## src/rtl/sysu_bcd_scan4.sv

```systemverilog
// rtl/sysu_bcd_scan4.sv - 4-digit multiplexed BCD scanner driving a 74LS48 decoder
module sysu_bcd_scan4 #(
  parameter int CLK_DIV    = 50000,
  parameter bit ZERO_BLANK = 1'b1
) (
  input  logic        CLK,
  input  logic        CLR_n,
  input  logic        EN,
  input  logic        LT_TEST_n,
  input  logic [15:0] DIN,
  input  logic        DIN_VLD,
  output logic        DIN_RDY,
  output logic        BCD_A,
  output logic        BCD_B,
  output logic        BCD_C,
  output logic        BCD_D,
  output logic        RBI_n,
  output logic        LT_n,
  output logic [3:0]  DIG_n,
  output logic        FRAME,
  output logic        BCD_ERR
);

  localparam int DIV_W = (CLK_DIV > 1) ? $clog2(CLK_DIV) : 1;
  localparam logic [DIV_W-1:0] DIV_LAST = DIV_W'(CLK_DIV - 1);

  logic [DIV_W-1:0] div_cnt, div_cnt_nxt;
  logic [1:0]       idx, idx_nxt;
  logic [15:0]      disp, disp_nxt;
  logic [15:0]      pend_data;
  logic             pend_full, pend_full_nxt;
  logic             tick, frame_tick, take, xfer;
  logic [3:0]       cur_digit;
  logic             blank_ok;
  logic             rbi_n_nxt, err_nxt;
  logic [3:0]       dig_n_nxt;
  logic [3:0]       bcd_q;

  assign DIN_RDY = CLR_n && !pend_full;
  assign BCD_A   = bcd_q[0];
  assign BCD_B   = bcd_q[1];
  assign BCD_C   = bcd_q[2];
  assign BCD_D   = bcd_q[3];

  always_comb begin
    tick        = EN && (div_cnt == DIV_LAST);
    frame_tick  = tick && (idx == 2'd0);
    div_cnt_nxt = div_cnt;
    if (EN) begin
      div_cnt_nxt = tick ? '0 : div_cnt + DIV_W'(1);
    end
    idx_nxt = tick ? idx - 2'd1 : idx;

    // With the scan stopped the display is dark, so the word can swap immediately.
    take          = DIN_VLD && DIN_RDY;
    xfer          = pend_full && (frame_tick || !EN);
    disp_nxt      = xfer ? pend_data : disp;
    pend_full_nxt = pend_full;
    if (take) begin
      pend_full_nxt = 1'b1;
    end else if (xfer) begin
      pend_full_nxt = 1'b0;
    end
  end

  // Outputs are computed from next-state so they line up with the slot they describe.
  always_comb begin
    cur_digit = disp_nxt[3:0];
    blank_ok  = 1'b0;
    case (idx_nxt)
      2'd3: begin
        cur_digit = disp_nxt[15:12];
        blank_ok  = 1'b1;
      end
      2'd2: begin
        cur_digit = disp_nxt[11:8];
        blank_ok  = (disp_nxt[15:12] == 4'd0);
      end
      2'd1: begin
        cur_digit = disp_nxt[7:4];
        blank_ok  = (disp_nxt[15:8] == 8'd0);
      end
      default: begin
        cur_digit = disp_nxt[3:0];
        blank_ok  = 1'b0;
      end
    endcase
    rbi_n_nxt = !(ZERO_BLANK && blank_ok);
    err_nxt   = (disp_nxt[15:12] > 4'd9) || (disp_nxt[11:8] > 4'd9) ||
                (disp_nxt[7:4] > 4'd9)   || (disp_nxt[3:0] > 4'd9);
    dig_n_nxt = 4'b1111;
    if (EN && (div_cnt_nxt != '0)) begin
      dig_n_nxt = ~(4'b0001 << idx_nxt);
    end
  end

  always_ff @(posedge CLK) begin
    if (!CLR_n) begin
      div_cnt   <= '0;
      idx       <= 2'd3;
      disp      <= 16'h0000;
      pend_data <= 16'h0000;
      pend_full <= 1'b0;
      bcd_q     <= 4'd0;
      RBI_n     <= 1'b1;
      LT_n      <= 1'b1;
      DIG_n     <= 4'b1111;
      FRAME     <= 1'b0;
      BCD_ERR   <= 1'b0;
    end else begin
      div_cnt   <= div_cnt_nxt;
      idx       <= idx_nxt;
      disp      <= disp_nxt;
      pend_full <= pend_full_nxt;
      if (take) begin
        pend_data <= DIN;
      end
      bcd_q     <= cur_digit;
      RBI_n     <= rbi_n_nxt;
      LT_n      <= LT_TEST_n;
      DIG_n     <= dig_n_nxt;
      FRAME     <= frame_tick;
      BCD_ERR   <= err_nxt;
    end
  end

endmodule

```

## config.mk

```make
export PLATFORM = sky130hd
export DESIGN_NAME = sysu_bcd_scan4
export DESIGN_NICKNAME = d
export VERILOG_FILES = /design/src/rtl/sysu_bcd_scan4.sv
export SDC_FILE = /design/constraint.sdc
export NUM_CORES = 1
export LEC_CHECK = 0
export CAP_MARGIN = 40
export CORE_MARGIN = 5
export CORE_UTILIZATION = 35
export CTS_CLUSTER_DIAMETER = 60
export CTS_CLUSTER_SIZE = 28
export DETAILED_ROUTE_END_ITERATION = 10
export DONT_BUFFER_PORTS = 1
export PLACE_DENSITY_LB_ADDON = 0.1
export SLEW_MARGIN = 20
export SYNTH_ARGS = -nofsm -noshare
export SYNTH_HDL_FRONTEND = slang
export SYNTH_SLANG_ARGS = --single-unit
```

## constraint.sdc

```tcl
create_clock -name CLK -period 6.49 [get_ports CLK]
set_input_delay 0.649 -clock CLK [delete_from_list [all_inputs] [get_ports CLK]]
set_output_delay 0.649 -clock CLK [all_outputs]
set_load 0.01 [all_outputs]
```

# Yosys cells after proc, flatten, opt, wreduce, memory -nomap -nowiden

Index checks and enable logic that the tools add are counted.

Flip-flop bits (word level): 63
Output and inout port bits: 13

Add/sub/neg operators: 2
Order comparisons: 4
Equality and inequality tests: 4
Shift-type cells: 1
Mux-type cells: 8
Bitwise logic cells: 1
Reductions and logical operators: 19

Operator list:

| kind                                                  | count |
|---|---|
| 2-to-1 mux 16 bit                                     | 3 |
| adder 16 x 1 -> 16 bit (second input constant)        | 1 |
| == test 16 bit (second input constant)                | 1 |
| greater-than comparator 4 bit (second input constant) | 4 |
| nonzero test 16 bit                                   | 1 |
| one-hot mux 4 bit (3 select lines)                    | 1 |
| logical NOT 8 bit                                     | 1 |
| logical AND 1 bit                                     | 6 |
| == test 2 bit (second input constant)                 | 2 |
| logical NOT 4 bit                                     | 1 |
| logical OR 1 bit                                      | 4 |
| inverter 4 bit                                        | 1 |
| left shift 1 x 2 -> 4 bit (first input constant)      | 1 |
| logical NOT 1 bit                                     | 3 |
| one-hot mux 1 bit (3 select lines)                    | 1 |
| == test 2 x 1 -> 1 bit (second input constant)        | 1 |
| logical NOT 2 bit                                     | 1 |
| 2-to-1 mux 1 bit                                      | 2 |
| 2-to-1 mux 2 bit                                      | 1 |
| AND reduction 2 bit                                   | 1 |
| nonzero test 2 bit                                    | 1 |
| subtractor 2 x 1 -> 2 bit (second input constant)     | 1 |

# Depth between registers and ports, before layout

Gate-level depths: netlist of the first run.

Word-level depth: 10
Depth in mapped cells: 11
Mapped depth without buffers: 8

# Worst setup path after synthesis of the first run

OpenSTA, ideal clock, no wires.

Path kind: input-to-reg
Start: input port EN
End: register bcd_q[1]
Data arrival time: 2,487 ps
Setup slack: 3,881 ps
Stages: 11
Path buffers: 4
Cell sequence: buf_4 -> and4_1 -> buf_4 -> and4_1 -> buf_4 -> nand2_4 -> a21boi_4 -> buf_12 -> mux2i_1 -> o22ai_1 -> o311a_1

Longest elaborated chain between the ends: 6

Ends and longest elaborated chain:

| item                                   | line | text |
|---|---|---|
| start: declaration                     | 8    | `input logic EN,` |
| logical AND 1 bit                      | 46   | `tick = EN && (div_cnt == DIV_LAST);` |
| logical AND 1 bit                      | 47   | `frame_tick = tick && (idx == 2'd0);` |
| logical OR 1 bit                       | 56   | `xfer = pend_full && (frame_tick \|\| !EN);` |
| logical AND 1 bit                      | 56   |  |
| 2-to-1 mux 16 bit                      | 57   | `disp_nxt = xfer ? pend_data : disp;` |
| one-hot mux 4 bit (3 select lines) (*) | 70   | `case (idx_nxt)` |
| end signal: assignment                 | 118  | `bcd_q <= cur_digit;` |
| end: declaration                       | 37   | `logic [3:0] bcd_q;` |

Every way passes the cells marked *; elsewhere a longest branch is shown, timed or not.
A chain may end at the register's enable or synchronous reset.

# Worst setup path after layout of the first run

Start: register div_cnt[0]
End: register bcd_q[2]

Longest elaborated chain between the ends: 7

Ends and longest elaborated chain:

| item                                   | line | text |
|---|---|---|
| start: declaration                     | 27   | `logic [DIV_W-1:0] div_cnt, div_cnt_nxt;` |
| start signal: assignment               | 111  | `div_cnt <= div_cnt_nxt;` |
| == test 16 bit (*)                     | 46   |  |
| logical AND 1 bit (*)                  | 46   |  |
| logical AND 1 bit                      | 47   |  |
| logical OR 1 bit                       | 56   |  |
| logical AND 1 bit                      | 56   |  |
| 2-to-1 mux 16 bit                      | 57   |  |
| one-hot mux 4 bit (3 select lines) (*) | 70   |  |

Marked as above.

==> results of run 1 <==
## metrics by stage
stage	total power [mW]	cell area, um^2	hold WS (ps)	cells	setup WS [ps]
after floorplan	0.453	2840	432	327	3880
after global placement	0.458	2840	451	407	3390
after detailed placement	0.460	2860	462	408	3280
after CTS	0.856	3090	348	424	3250
after global routing	0.878	3110	365	425	3260
final	0.845	3110	381	425	3500
## routing by layer
metal | vias to the layer above | global-route usage (%) | part of all wire [%]
li1 | 1113 | - | -
met1 | 1008 | 17.5 | 46
met2 | 50 | 23.8 | 49
met3 | 15 | 4.66 | 3.5
met4 | 0 | 4.66 | 2.1
met5 | - | 0 | 0
## layout by cell type, fill, tap and decap left out, types with 3 or more instances in the layout
cell type and n:
o22ai_1 4, nand3_1 8, and4_1 4, nor3_1 8, xor2_1 7, nor2_1 37, and2_1 10, o21ai_0 26
dfxtp_1 63, a31oi_1 5, nor4_1 4, inv_1 5, clkbuf_8 10, mux2i_1 15, nand4_1 7, xnor2_1 13
and3_1 3, a21oi_1 6, nand2b_1 4, nand2_1 50
## cells by family (layout without fill, tap and decap cells)
kind of cell / Yosys count / after routing / share of synthesized area [%]
adder cells (fa/ha/maj): 2 / 2 / 0.880
buffers and inverters: 27 / 23 / 5.24
AND/OR/NAND/NOR: 144 / 144 / 25.1
AO/OA/AOI/OAI: 54 / 54 / 12.1
flip-flops: 63 / 63 / 44.4
multiplexers: 17 / 17 / 6.07
XOR/XNOR: 20 / 20 / 6.16
## layout make-up
cell class | count | area [um^2] | share of cell area, %
multi-input combinational | 237 | 1430 | 46.0
sequential | 63 | 1260 | 40.5
clock buffer | 10 | 138 | 4.42
tap | 102 | 128 | 4.10
clock inverter | 6 | 92.6 | 2.97
timing repair buffer | 2 | 42.5 | 1.37
inverter | 5 | 18.8 | 0.603
## synthesized netlist by cell type (2+ instances only)
| cell type | count | area, um^2 |
|---|---|---|
| a21oi_1 | 6 | 30.0 |
| a31oi_1 | 5 | 31.3 |
| and2_1 | 10 | 62.6 |
| and3_1 | 3 | 18.8 |
| and4_1 | 4 | 35.0 |
| and4bb_2 | 2 | 25.0 |
| buf_2 | 4 | 20.0 |
| buf_4 | 5 | 37.5 |
| clkbuf_1 | 11 | 41.3 |
| dfxtp_1 | 63 | 1260 |
| ha_1 | 2 | 25.0 |
| inv_1 | 5 | 18.8 |
| mux2_2 | 2 | 22.5 |
| mux2i_1 | 15 | 150 |
| nand2_1 | 50 | 188 |
| nand2b_1 | 4 | 25.0 |
| nand3_1 | 8 | 40.0 |
| nand3b_1 | 2 | 15.0 |
| nand4_1 | 7 | 43.8 |
| nor2_1 | 37 | 139 |
| nor3_1 | 8 | 40.0 |
| nor4_1 | 4 | 25.0 |
| o21ai_0 | 26 | 130 |
| o221a_1 | 2 | 22.5 |
| o22ai_1 | 4 | 25.0 |
| o311a_1 | 2 | 20.0 |
| xnor2_1 | 13 | 114 |
| xor2_1 | 7 | 61.3 |
## power breakdown
group,total (mW),switching [mW],internal [mW],leakage [nW]
Combinational,0.0407,0.0224,0.0183,0.509
Sequential,0.411,0.0122,0.399,0.513
Clock,0.393,0.165,0.229,0.109
## critical path, cell delays in order (launching register included)
cell and delay, ps:
dfxtp_1 460, ha_1 310, and4_1 380, and4_1 430, nand2_4 90, a21boi_4 280, buf_16 210, mux2i_1 250
o22ai_1 110, o311a_1 350
## worst paths after layout
| kind | start | depth (start not counted) | slack (ps) | endpoint |
|---|---|---|---|---|
| worst min-delay path | CLR_n | 1 | 380 | idx[1] |
| worst max-delay path | div_cnt[0] | 9 | 3500 | bcd_q[2] |
| worst max register to register | div_cnt[0] | 9 | 3500 | bcd_q[2] |
| worst min register to register | pend_data[0] | 2 | 460 | pend_data[0] |
## flip-flops by register name, summed over array words and instances, names as in the netlist
| signal | cells |
|---|---|
| BCD_ERR | 1 |
| DIG_n | 4 |
| FRAME | 1 |
| LT_n | 1 |
| RBI_n | 1 |
| bcd_q | 4 |
| disp | 16 |
| div_cnt | 16 |
| idx | 2 |
| pend_data | 16 |
| pend_full | 1 |
==> metrics.yaml, run 1 <==
setup_violations: 0
h-tree-depth: 3
finalCritPeriodShare_pct: 46.0
num_rows: 32
avgViaCountPerCell: 5.14
ir_worst_vdd_mv: 0.121
wl_per_cell_um: 16.1
seq_area_frac_synth_pct: 44.4
area_growth_pct: 9.51
n_fill_cell: 819
clockBufferDepth: 2
wirelength_um: 6840
chipHeight_um: 100
tightest_slew_ps: 755
fin_nets: 341
grt_pass1_wl_um: 11200
syn_area_um2: 2840
path_class: "reg2reg"
synth_ff_type: "dfxtp_1"
via_count: 2186
first_pass_iters: 4
synthesis.nets: 350
drv_cap: 0
clk_root_buffer_cell: "clkbuf_8"
setup_tns_ps: 0
grt_use_total_pct: 14.3
cts_buffers: 9
max_freq_mhz: 335
clk_latency_ps: 340
core_area_um2: 7810
outcome: "complete, no violations"
post-dp-hpwl_um: 4730
rsz0062_at_grt: "no"
powerDensity_nw_per_um2: 272
port-buffer-count: 0
synth_area_per_cell_um2: 8.69
arrival_ps: 3220
worst-path-max-fanout: 20
num_antenna_cells: 0
ant_nets: 0
synthArstFlopShare_pct: 0
p_leak_nw: 1.13
postCtsSetupBuffers: 0
antenna_found_initial: 0
required_ps: 6730
yosys_register_bits: 63
gp_congestion: 0.816
grt_pass1_vias: 2203
drtIter0Drc: 77
ys_warn_count: 0
hold_viol: 0
clock-sinks: 63
synth_edf_count: 0
dieWidth_um: 100
drc: 0
finClkSkew_ps: 7.59
dieArea_um2: 10000
tritoncts: "yes"
ios: 34
gr-total-overflow: 0
max_slew_margin_pct: 49.6
clkTransAtPathRegs_ps: 80
drive_gt1_share_pct: 7.74
ys_types: 44
holdBufCountCts: 0
utilization_pct: 39.9
synthCells: 327
initial_core_util_pct: 36.4
worstSetupEndpointType: "register"
cts_resized: 0
final.min_clock_period_ps: 2990
hold_class: "in2reg"
crit_path_start_kind: "register"
drv_slew: 0
grt_max_degree: 35
(Power assumes the default switching activity.)
==> inputs of run 2 (changes only) <==
==> constraint.sdc (replaced) <==
create_clock -name CLK -period 3.1 [get_ports CLK]
set_input_delay 0.31 -clock CLK [delete_from_list [all_inputs] [get_ports CLK]]
set_output_delay 0.31 -clock CLK [all_outputs]
set_load 0.01 [all_outputs]
==> metrics.yaml, run 2 (synthesized netlist as in run 1, its figures left out) <==
core_area_um2: 7810
setup_violations: 0
final_cell_mix: "dfxtp_1, nand2_1, nor2_1"
ant_nets: 0
clock-sinks: 63
hold_viol: 0
design_area_um2: 3120
holdBufCountCts: 0
grt_pass1_wl_um: 11400
worstSetupEndpointType: "register"
top_regs: "disp (16), div_cnt (16), pend_data (16)"
clockBufferDepth: 2
worst-path-max-fanout: 24
max_freq_mhz: 352
num_rows: 32
chipHeight_um: 100
area_growth_pct: 9.73
clkTransAtPathRegs_ps: 80
hold_class: "in2reg"
finalCritPeriodShare_pct: 91.5
startpoint: "div_cnt[0]"
initial_core_util_pct: 36.4
rsz0062_at_grt: "no"
path_class: "reg2reg"
antenna_found_initial: 0
fin_nets: 344
postCtsSetupBuffers: 0
gp_congestion: 0.817
final.min_clock_period_ps: 2840
p_leak_nw: 1.14
cts_resized: 0
num_antenna_cells: 0
cts_buffers: 9
r2r-end: "bcd_q[2]"
port-buffer-count: 0
dieArea_um2: 10000
h-tree-depth: 3
wl_per_cell_um: 15.7
ios: 34
drive_gt1_share_pct: 8.28
tightest_slew_ps: 625
r2r_setup_slack_ps: 260
drc: 0
utilization_pct: 40.0
outcome: "complete, no violations"
arrival_ps: 3060
crit_path_start_kind: "register"
clk_latency_ps: 340
post_dp_cell_area_um2: 2900
drtIter0Drc: 59
drv_slew: 0
critPathCapture: "bcd_q[2]"
setup_tns_ps: 0
r2r_cells: 9
grt_max_degree: 35
reg2reg_from: "div_cnt[0]"
tritoncts: "yes"
max_slew_margin_pct: 58.1
dieWidth_um: 100
via_count: 2199
grt_use_total_pct: 14.6
drv_cap: 0
powerDensity_nw_per_um2: 560
n_fill_cell: 821
grt_pass1_vias: 2170
avgViaCountPerCell: 5.14
post-dp-hpwl_um: 4740
finClkSkew_ps: 12.2
finalPower_mw: 1.75
wirelength_um: 6710
required_ps: 3330
clk_root_buffer_cell: "clkbuf_8"
ir_worst_vdd_mv: 0.268
gr-total-overflow: 0
first_pass_iters: 4
final_common_cell: "dfxtp_1"
[run 2: cell types whose count changed in the layout (fill, tap and decap cells not counted), sizes merged]
cell / previous run / this run
buf: 2 / 5
clkinvlp: 2 / 1
clkinv: 1 / 2
[run 2: layout make-up]
class,instances,area [um^2],area share (%)
multi-input cells,237,1430,45.9
well taps,102,128,4.09
clock buffers,10,128,4.09
inverters,5,18.8,0.602
repair buffers,5,57.6,1.85
flip-flops and latches,63,1260,40.4
clock inverters,6,93.8,3.01
[run 2: worst min path at each step]
stage | startpoint | to | slack [ps] | cells after the start
finish | CLR_n | idx[0] | 50 | 1
global route | CLR_n | idx[1] | 10 | 1
CTS | CLR_n | idx[1] | 30 | 1
detailed placement | CLR_n | idx[0] | 380 | 1
global placement | CLR_n | idx[0] | 380 | 1
floorplan | LT_TEST_n | LT_n | 410 | 1
[run 2: through the flow]
stage          hold WS (ps)  instances  setup slack (ps)
2_1_floorplan           411        327               587
3_3_place_gp            380        411               354
3_5_place_dp            383        412               296
4_1_cts                25.2        428               262
5_1_grt                11.6        428              54.8
6_report               48.2        428               263
[run 2: metal layers]
| layer | wire length (um) | global-route usage (%) | vias up |
|---|---|---|---|
| met5 | 0 | 0 | - |
| met3 | 273 | 5.28 | 10 |
| li1 | - | - | 1118 |
| met1 | 3050 | 17.7 | 1031 |
| met2 | 3260 | 24.3 | 40 |
| met4 | 120 | 4.56 | 0 |
[run 2: report_power, final]
| part | switching, mW | internal, mW |
|---|---|---|
| clock | 0.342 | 0.459 |
| sequential | 0.0246 | 0.835 |
| combinational | 0.0473 | 0.0382 |
| total | 0.414 | 1.33 |
[run 2: critical path, stage by stage, from the launching register on]
cell and delay, ps:
dfxtp_1 450, ha_1 280, and4_1 360, and4_1 430, nand2_4 90, a21boi_4 170
buf_12 200, mux2i_1 260, o22ai_1 110, o311a_1 350
